<file path="config.mk">
export PLATFORM = sky130hd
export DESIGN_NAME = clause_seq_ctrl
export DESIGN_NICKNAME = d
export VERILOG_FILES = /design/src/rtl/clause_seq_ctrl_pkg.sv /design/src/rtl/clause_seq_ctrl_beat_counter.sv /design/src/rtl/clause_seq_ctrl.sv
export SDC_FILE = /design/constraint.sdc
export NUM_CORES = 1
export LEC_CHECK = 0
export ABC_AREA = 1
export CORE_AREA = 2 2 225 227
export DETAILED_ROUTE_END_ITERATION = 10
export DIE_AREA = 0 0 227 229
export SLEW_MARGIN = 20
export SYNTH_ARGS = -nofsm -noshare
export SYNTH_HDL_FRONTEND = slang
export SYNTH_SLANG_ARGS = --single-unit
</file>
<file path="constraint.sdc">
create_clock -name clk -period 2.35 [get_ports clk]
set_clock_uncertainty 0.2 [all_clocks]
set_input_delay 0.47 -clock clk [delete_from_list [all_inputs] [get_ports clk]]
set_output_delay 0.47 -clock clk [all_outputs]
set_load 0.01 [all_outputs]
</file>
<file path="src/rtl/clause_seq_ctrl_pkg.sv">
// Shared definitions for the clause sequencer and the class-sum controller.
// Latency: n/a (types and constants only).
// Backpressure: n/a.
package clause_seq_ctrl_pkg;

    // Sequencer states; the 3-bit encoding is shared with the class-sum controller.
    typedef enum logic [2:0] {
        S_IDLE  = 3'd0,
        S_FETCH = 3'd1,
        S_LOAD  = 3'd2,
        S_RUN   = 3'd3,
        S_DRAIN = 3'd4,
        S_CAPT  = 3'd5,
        S_DONE  = 3'd6
    } state_t;

    // Chain plus PE pipeline depth: cycles after the last beat before clause_op settles.
    localparam int DRAIN_CYC_DEF = 4;

    // Number of PE lanes driven by pe_en.
    localparam int PE_W = 8;

endpackage

</file>
<file path="src/rtl/clause_seq_ctrl_beat_counter.sv">
// Up-counter from 0 to a loaded terminal value, saturating at all-ones; tc flags the terminal count.
// Latency: load takes effect on the next clock; tc is decoded from the count register.
// Backpressure: none; en simply stalls the count.
module clause_seq_ctrl_beat_counter #(
    parameter int W = 16
) (
    input  logic         clk,
    input  logic         rst_n,
    input  logic         load,
    input  logic [W-1:0] load_val,
    input  logic         en,
    output logic         tc
);

    logic [W-1:0] cnt_q;
    logic [W-1:0] cnt_d;
    logic [W-1:0] term_q;
    logic [W-1:0] term_d;

    // Load restarts the count at 0 with a new terminal value; otherwise count up and hold at max.
    always_comb begin
        cnt_d  = cnt_q;
        term_d = term_q;
        if (load) begin
            cnt_d  = '0;
            term_d = load_val;
        end else if (en && (cnt_q != {W{1'b1}})) begin
            cnt_d = cnt_q + W'(1);
        end
    end

    // Count and terminal registers.
    always_ff @(posedge clk or negedge rst_n) begin
        if (!rst_n) begin
            cnt_q  <= '0;
            term_q <= '0;
        end else begin
            cnt_q  <= cnt_d;
            term_q <= term_d;
        end
    end

    assign tc = (cnt_q == term_q);

endmodule

</file>
<file path="src/rtl/clause_seq_ctrl.sv">
// Walks all clauses of one image through the conv_arch chain: fetch, load, sweep, drain, capture.
// Latency: (2 + sweep_len + DRAIN_CYC + 1) cycles per clause, plus 1 DONE cycle per image.
// Backpressure: none; start while busy is dropped, abort returns to IDLE on the next cycle.
module clause_seq_ctrl
    import clause_seq_ctrl_pkg::*;
#(
    parameter int CLAUSEN   = 10,
    parameter int CW        = 256,
    parameter int SWEEP_W   = 16,
    parameter int DRAIN_CYC = DRAIN_CYC_DEF,
    parameter int AW        = $clog2(CLAUSEN)
) (
    input  logic               clk,
    input  logic               rst_n,
    input  logic               start,
    input  logic               abort,
    input  logic [SWEEP_W-1:0] sweep_len,
    input  logic [PE_W-1:0]    pe_en_cfg,
    output logic               clause_rd_en,
    output logic [AW-1:0]      clause_rd_addr,
    input  logic [CW-1:0]      clause_rd_data,
    output logic [CW-1:0]      clause_write,
    output logic               valid,
    output logic               clause_act,
    output logic               img_rst,
    output logic [PE_W-1:0]    pe_en,
    output logic               feed_en,
    input  logic               clause_op_in,
    output logic [CLAUSEN-1:0] clause_vec,
    output logic               vec_valid,
    output logic               busy
);

    localparam logic [AW-1:0]      LAST_IDX   = AW'(CLAUSEN - 1);
    localparam logic [SWEEP_W-1:0] DRAIN_TERM = SWEEP_W'(DRAIN_CYC - 1);

    state_t state_q;
    state_t state_d;

    logic [AW-1:0]      idx_q,        idx_d;
    logic [SWEEP_W-1:0] sweep_len_q,  sweep_len_d;
    logic [PE_W-1:0]    pe_cfg_q,     pe_cfg_d;

    logic               clause_rd_en_q,   clause_rd_en_d;
    logic [AW-1:0]      clause_rd_addr_q, clause_rd_addr_d;
    logic [CW-1:0]      clause_write_q,   clause_write_d;
    logic               valid_q,          valid_d;
    logic               clause_act_q,     clause_act_d;
    logic               img_rst_q,        img_rst_d;
    logic [PE_W-1:0]    pe_en_q,          pe_en_d;
    logic               feed_en_q,        feed_en_d;
    logic [CLAUSEN-1:0] clause_vec_q,     clause_vec_d;
    logic               vec_valid_q,      vec_valid_d;
    logic               busy_q,           busy_d;

    logic               cnt_load;
    logic [SWEEP_W-1:0] cnt_load_val;
    logic               cnt_en;
    logic               cnt_tc;

    logic sweep_zero;
    logic abort_hit;
    logic start_hit;

    assign sweep_zero = (sweep_len_q == '0);
    assign abort_hit  = abort && (state_q != S_IDLE);
    assign start_hit  = start && (state_q == S_IDLE);

    // One counter serves both the RUN beat count and the DRAIN wait.
    clause_seq_ctrl_beat_counter #(
        .W (SWEEP_W)
    ) u_beat_cnt (
        .clk      (clk),
        .rst_n    (rst_n),
        .load     (cnt_load),
        .load_val (cnt_load_val),
        .en       (cnt_en),
        .tc       (cnt_tc)
    );

    // State register.
    always_ff @(posedge clk or negedge rst_n) begin
        if (!rst_n) begin
            state_q <= S_IDLE;
        end else begin
            state_q <= state_d;
        end
    end

    // Next state and counter control; abort overrides every transition.
    always_comb begin
        state_d      = state_q;
        cnt_load     = 1'b0;
        cnt_load_val = '0;
        cnt_en       = 1'b0;
        if (abort_hit) begin
            state_d = S_IDLE;
        end else begin
            case (state_q)
                S_IDLE: begin
                    if (start) begin
                        state_d = S_FETCH;
                    end
                end
                S_FETCH: begin
                    state_d = S_LOAD;
                end
                S_LOAD: begin
                    // An empty sweep goes straight to DRAIN so the chain timing stays uniform.
                    cnt_load = 1'b1;
                    if (sweep_zero) begin
                        state_d      = S_DRAIN;
                        cnt_load_val = DRAIN_TERM;
                    end else begin
                        state_d      = S_RUN;
                        cnt_load_val = sweep_len_q - SWEEP_W'(1);
                    end
                end
                S_RUN: begin
                    if (cnt_tc) begin
                        state_d      = S_DRAIN;
                        cnt_load     = 1'b1;
                        cnt_load_val = DRAIN_TERM;
                    end else begin
                        cnt_en = 1'b1;
                    end
                end
                S_DRAIN: begin
                    if (cnt_tc) begin
                        state_d = S_CAPT;
                    end else begin
                        cnt_en = 1'b1;
                    end
                end
                S_CAPT: begin
                    state_d = (idx_q == LAST_IDX) ? S_DONE : S_FETCH;
                end
                S_DONE: begin
                    state_d = S_IDLE;
                end
                default: begin
                    state_d = S_IDLE;
                end
            endcase
        end
    end

    // Output and datapath next values; outputs are decoded from the next state so they line up with it.
    always_comb begin
        idx_d          = idx_q;
        sweep_len_d    = sweep_len_q;
        pe_cfg_d       = pe_cfg_q;
        clause_vec_d   = clause_vec_q;
        clause_write_d = clause_write_q;

        if (start_hit) begin
            idx_d        = '0;
            sweep_len_d  = sweep_len;
            pe_cfg_d     = pe_en_cfg;
            clause_vec_d = '0;
        end

        if ((state_q == S_CAPT) && !abort) begin
            clause_vec_d[idx_q] = clause_op_in & ~sweep_zero;
            if (idx_q != LAST_IDX) begin
                idx_d = idx_q + AW'(1);
            end
        end

        // Memory data is valid during LOAD, so the registered word and its strobe appear together next cycle.
        if ((state_q == S_LOAD) && !abort) begin
            clause_write_d = clause_rd_data;
        end
        valid_d = (state_q == S_LOAD) && !abort;

        clause_rd_en_d   = (state_d == S_FETCH);
        clause_rd_addr_d = (state_d == S_FETCH) ? idx_d : clause_rd_addr_q;
        clause_act_d     = (state_d == S_RUN) || (state_d == S_DRAIN);
        feed_en_d        = (state_d == S_RUN);
        pe_en_d          = clause_act_d ? pe_cfg_q : '0;
        img_rst_d        = start_hit || abort_hit || (state_d == S_CAPT);
        vec_valid_d      = (state_d == S_DONE);
        busy_d           = (state_d != S_IDLE);
    end

    // Datapath and output registers.
    always_ff @(posedge clk or negedge rst_n) begin
        if (!rst_n) begin
            idx_q            <= '0;
            sweep_len_q      <= '0;
            pe_cfg_q         <= '0;
            clause_rd_en_q   <= 1'b0;
            clause_rd_addr_q <= '0;
            clause_write_q   <= '0;
            valid_q          <= 1'b0;
            clause_act_q     <= 1'b0;
            img_rst_q        <= 1'b0;
            pe_en_q          <= '0;
            feed_en_q        <= 1'b0;
            clause_vec_q     <= '0;
            vec_valid_q      <= 1'b0;
            busy_q           <= 1'b0;
        end else begin
            idx_q            <= idx_d;
            sweep_len_q      <= sweep_len_d;
            pe_cfg_q         <= pe_cfg_d;
            clause_rd_en_q   <= clause_rd_en_d;
            clause_rd_addr_q <= clause_rd_addr_d;
            clause_write_q   <= clause_write_d;
            valid_q          <= valid_d;
            clause_act_q     <= clause_act_d;
            img_rst_q        <= img_rst_d;
            pe_en_q          <= pe_en_d;
            feed_en_q        <= feed_en_d;
            clause_vec_q     <= clause_vec_d;
            vec_valid_q      <= vec_valid_d;
            busy_q           <= busy_d;
        end
    end

    assign clause_rd_en   = clause_rd_en_q;
    assign clause_rd_addr = clause_rd_addr_q;
    assign clause_write   = clause_write_q;
    assign valid          = valid_q;
    assign clause_act     = clause_act_q;
    assign img_rst        = img_rst_q;
    assign pe_en          = pe_en_q;
    assign feed_en        = feed_en_q;
    assign clause_vec     = clause_vec_q;
    assign vec_valid      = vec_valid_q;
    assign busy           = busy_q;

endmodule

</file>
# Word level (Yosys, flattened, before mapping)
# Index checks and enable logic that the tools add are counted.
[classes]
n_addsub = 3
magnitude_cmp = 2
eq_ne = 14
n_mux = 28
n_bitwise = 2
reduce_logical = 16
[ops]
columns = ["op", "n"]
rows = [
  ["2-to-1 mux 16 bit", 4],
  ["case mux 16 bit (2 select lines)", 1],
  ["2-to-1 mux 10 bit", 2],
  ["2-to-1 mux 3 bit", 6],
  ["case mux 3 bit (6 select lines)", 1],
  ["adder 16 x 1 -> 16 bit, second input constant", 1],
  ["equality test 16 bit", 1],
  ["zero test 16 bit", 1],
  ["inequality test 16 bit, second input constant", 1],
  ["subtractor 16 x 1 -> 16 bit, second input constant", 1],
  ["equality test 3 bit, second input constant", 5],
  ["2-to-1 mux 4 bit", 3],
  ["bitwise mux 10 bit", 1],
  ["equality test 3 x 2 -> 1 bit, second input constant", 3],
  ["2-to-1 mux 8 bit", 1],
  ["equality test 3 x 1 -> 1 bit, second input constant", 2],
  ["logical AND 1 bit", 6],
  ["2-to-1 mux 1 bit", 6],
  ["nonzero test 3 bit", 2],
  ["less-than comparator 4 x 5 -> 1 bit, second input constant", 1],
  ["adder 4 x 1 -> 4 bit, second input constant", 1],
  ["demux 1 bit (select 4 bit)", 1],
  ["equality test 4 bit, second input constant", 1],
  ["greater-or-equal comparator 4 x 1 -> 1 bit, second input constant", 1],
  ["10 further kinds", 12],
]
[word_totals]
reg_bits = 348
word_cells = 82

# Longest topological paths before layout
[logic_depth]
ltp_word = 7
depth_mapped = 15

# Cells and area by module
# Synthesis repeated with hierarchy kept, for this count alone.
[hier_totals]
cells_unflattened = 1667
area_unflattened_um2 = 14348.8
[modules_own_cells]
columns = ["module", "instances", "cells_each", "area_per_inst_um2"]
rows = [
  ["clause_seq_ctrl", 1, 1405, 12479.5],
  ["clause_seq_ctrl_beat_counter", 1, 262, 1869.3],
]

# Least setup slack after synthesis
# OpenSTA, ideal clock, no wires.
[synth_path]
path_kind = "register to register"
start = "register sweep_len_q[0]"
end = "register pe_en_q[1], in the netlist pe_en[1]"
setup_time_ns = 0.126
arrival_time_ns = 1.656
required_time_ns = 2.024
setup_slack_ns = 0.368
stages_incl_launch_ff = 12
n_path_buf = 0
synth_period_minus_slack_ns = 1.982
cell_sequence = "dfrtp_1 -> inv_1 -> ha_1 -> nand3_2 -> nor2_4 -> nand3_1 -> nand2_4 -> nand2_4 -> nor2_4 -> inv_1 -> nand3_2 -> a21oi_1"
[synth_between]
elab_chain_len = 7
elab_cells_between_ends = 8
classes_between = "2 x eq/ne; 4 x mux; 2 x reduce/logical"
[synth_lines]
columns = ["element", "line", "rtl"]
rows = [
  ["start, declared", "clause_seq_ctrl.sv:41", "logic [SWEEP_W-1:0] sweep_len_q, sweep_len_d;"],
  ["start signal, assigned", "clause_seq_ctrl.sv:205", "sweep_len_q <= sweep_len_d;"],
  ["zero test 16 bit *", "clause_seq_ctrl.sv:65", "assign sweep_zero = (sweep_len_q == '0);"],
  ["2-to-1 mux 3 bit *", "clause_seq_ctrl.sv:111", "if (sweep_zero) begin"],
  ["case mux 3 bit (6 select lines) *", "clause_seq_ctrl.sv:99", "case (state_q)"],
  ["2-to-1 mux 3 bit *", "clause_seq_ctrl.sv:96", "if (abort_hit) begin"],
  ["equality test 3 x 2 -> 1 bit or equality test 3 bit (tied branches)", "clause_seq_ctrl.sv:178", "clause_act_d = (state_d == S_RUN) || (state_d == S_DRAIN);"],
  ["logical OR 1 bit *", "clause_seq_ctrl.sv:178", ""],
  ["2-to-1 mux 8 bit *", "clause_seq_ctrl.sv:180", "pe_en_d = clause_act_d ? pe_cfg_q : '0;"],
  ["net pe_en_d[1]", "clause_seq_ctrl.sv:50", "logic [PE_W-1:0] pe_en_q, pe_en_d;"],
  ["end signal, assigned", "clause_seq_ctrl.sv:213", "pe_en_q <= pe_en_d;"],
  ["end, declared", "clause_seq_ctrl.sv:50", ""],
]
# Mark *: on every way through the listed nets, which the timed path passes. The rest lies on a longest branch.
# A chain may end at the register's enable or synchronous reset.

# Worst setup path after layout
[layout_path]
start = "register clause_write_q[100], in the netlist clause_write[100]"
end = "output clause_write[100]"
[layout_lines]
columns = ["element", "line", "rtl"]
rows = [
  ["start, declared", "clause_seq_ctrl.sv:46", "logic [CW-1:0] clause_write_q, clause_write_d;"],
  ["start signal, assigned", "clause_seq_ctrl.sv:209", "clause_write_q <= clause_write_d;"],
  ["end, declared", "clause_seq_ctrl.sv:22", "output logic [CW-1:0] clause_write,"],
]
# No word-level cell between the ends.

==> summary.txt <==
Run status
  – Outcome: completed

Synthesis
  – Post-synth cell types: 40
  – Area leader, netlist: dfrtp_1
  – Seq cells post-synth: between 300 and 400
  – Syn Nets: approximately 1.9k
  – Mapped Area: between 0.01 and 0.015 mm²
  – Predominant post-synthesis flop cell: dfrtp_1
  – Mean area per synthesized cell: 8.62 µm²
  – Register area share after synthesis: 0.613
  – Ranking of synthesized cells by area: dfrtp_1, nand2_1, inv_1, nand3_1, a21oi_1
  – Cells after synthesis: around 1.6k
  – Yosys warning total: 0
  – Async set-reset flop share out of synthesis: 1.00
  – Post-synth EDFFs: 0
  – Top-area cell type share of the netlist area: 0.613

Die
  – Chip height: 229 µm
  – I/O pin count: 570
  – Die area: 0.0520 mm²
  – Row count: 82
  – CORE AREA: 0.0497 mm²
  – Die width: 227 µm
  – Starting Density: 0.286

CTS
  – Total CTS buffers: 40
  – CTS sink count: approximately 350
  – CTS tree: yes
  – Maximum clock path buffer count: 3
  – CTS H-tree depth: 2
  – Root Buffer: clkbuf_16
  – Reg clk slew, reported paths: roughly 60 ps
  – Worst-Skew Late Latency: 560 ps

Placed design
  – Port-buffer cells: 569
  – Dpl hpwl: ~38 mm
  – Placed cells: 2869
  – Placer Congestion: 0.898

Hold path
  – Hold crit path type: in2async

GRT
  – Largest net degree at the start of global routing: 79
  – First-pass GRT wire length: 75.5 mm
  – Total gr overflow: 0
  – Initial antenna violation count: 7
  – GR Util All Layers: 0.188
  – Vias in the first global route: 12.9k

Timing
  – Pins Over Slew Limit: 0
  – Fin. Hold Viols: 0
  – Fmax: approximately 0.44 GHz
  – Relative slew slack: 0.682
  – Final setup fails: 0
  – Worst-Margin Slew: around 480 ps
  – Post-layout min period: between 2000 and 2500 ps
  – Final Cycle Share: 0.958

Critical path
  – Element type at the critical path end: output pin
  – Crit path required time: 1680 ps
  – Maximum net fanout on the critical path: 2
  – CP max stage cell: clkdlybuf4s50_1
  – Critical Path AT: 1580 ps
  – Worst Path Buf+Inv: 1
  – CP max stage delay: 680 ps
  – Startpoint types: flip-flop
  – CP top delay family: buffers and inverters
  – Critical path class: reg2out
  – Critical Path, Cell by Cell: clkdlybuf4s50_1

Drt
  – Vias: 12.9k
  – Post-route DRC: 0
  – Vias/cell: 4.38
  – Detailed Routing Iterations Pass 1: 5
  – Final WL: 50.2 mm
  – Antenna Nets Post-Route: 0
  – Wire per inst: between 15 and 20 µm
  – Initial drt markers: ~750

Job
  – Max-cap violation count: 0

Finish
  – Final core utilization: 0.452
  – Share of cells above drive strength 1: 0.0782
  – Fill cell count: around 4.9k
  – Nets: around 2.5k
  – Cell Count, Final, Fillers Out: 2954
  – Area delta synth->final: 57.8%

Power and ir drop
  – Peak VDD IR: 0.000589 V
  – LEAKAGE: 10.8 nW
  – Total power divided by cell area: 1230 mW/mm²
## synth_stat cells (all sizes together) (2+ instances only)
library cell    n
a21oi          40
a31oi           5
buf            40
clkbuf         28
clkinv          2
dfrtp         348
ha              6
inv            84
mux2            4
nand2         881
nand3          49
nand4          14
nor2           62
nor3           15
nor4            2
o211ai          4
o21ai          45
xor2           12
## metal layers
layer,vias to the layer above,GRT usage,share of wire
met5,-,0,0
met4,0,0.0711,0.034
met3,81,0.0571,0.081
met2,438,0.315,0.48
met1,6127,0.228,0.41
li1,6285,-,-
## where the power goes
part	internal, mW	switching [mW]	leakage [nW]
registers	8.52	1.46	4.37
logic	5.66	5.75	5.78
clock network	3.72	2.56	0.648
## flip-flops by register name (all words and copies together), names as in the netlist, 3 cells and up
signal             flops
pe_en                  8
sweep_len_q           16
clause_write         256
pe_cfg_q               8
u_beat_cnt.cnt_q      16
state_q                3
u_beat_cnt.term_q     16
clause_rd_addr         4
clause_vec            10
idx_q                  4
## logic make-up (layout without fill, tap and decap cells)
group	count (synthesis)	count (layout)	synth area share
XOR/XNOR	13	13	0.00801
flip-flops	348	348	0.613
AO/OA/AOI/OAI	97	97	0.0360
adder cells (fa/ha/maj)	6	6	0.00528
AND/OR/NAND/NOR	1026	1027	0.290
other	0	6	0
multiplexers	4	4	0.00343
buffers and inverters	154	781	0.0447
## placed cells by master, fill, tap and decap left out, types with 2 or more instances in the layout
master           count
nor2_2               5
nand4_1             13
buf_12              13
a21oi_1             37
dfrtp_1            348
clkinv_4             2
nor2_1              50
nand3_1             41
inv_1               66
ha_1                 5
o21ai_0             36
buf_4               40
clkbuf_16           40
nand2_2              5
a21oi_2              3
nor4_1               2
nand3_4              2
clkinvlp_4           3
o211ai_1             4
bufinv_16            2
nor3_2               2
nor3_1              13
nor2_4               6
clkdlybuf4s50_1    567
o21ai_1              9
nand3_2              6
diode_2              6
clkbuf_8            11
clkbuf_1             7
clkinv_2             7
a31oi_1              5
xor2_1              12
nand2_1            874
nand2_4              2
mux2_2               3
inv_2               16
## stage by stage
stage | TNS [ps] | power, mW | worst slack (ps) | hold WS (ps) | cell area, µm²
finish | 0 | 27.7 | 99.4 | 207 | 22400
global route | -20.5 | 29.5 | -20.5 | 211 | 22400
CTS | 0 | 27.9 | 48.3 | 192 | 22300
detailed placement | 0 | 21.5 | 2.19 | 210 | 21000
global placement | 0 | 21.2 | 4.75 | 209 | 21000
floorplan | 0 | 14.6 | 368 | -25.6 | 14200
## cell type report
| type | count | area, µm² | share of cell area |
|---|---|---|---|
| inverter | 86 | 333 | 0.0148 |
| antenna | 6 | 15.0 | 0.000669 |
| multi-input combinational | 1147 | 4930 | 0.220 |
| clock inverter | 14 | 150 | 0.00669 |
| tap | 672 | 841 | 0.0375 |
| sequential | 348 | 8710 | 0.388 |
| clock buffer | 58 | 1180 | 0.0525 |
| timing repair buffer | 623 | 6270 | 0.280 |
## repair_timing
action,CTS,global route
setup endpoints to repair,0,14
resized for setup,0,11
buffers inserted,0,5
hold endpoints to repair,81,0
hold buffers,1,0
## path summary, 6_finish.rpt
check	slack, ps	start	to	depth (start not counted)
setup / recovery	100	clause_write[100]	clause_write[100]	1
hold / removal	210	rst_n	sweep_len_q[15]	2
setup reg to reg	110	sweep_len_q[0]	pe_en[7]	10
hold reg to reg	270	clause_write[92]	clause_write[92]	2
max in group asynchronous	900	rst_n	clause_write[164]	3
min in group clk	250	clause_rd_data[103]	clause_write[103]	3
Power figures use the tool's default switching activity.
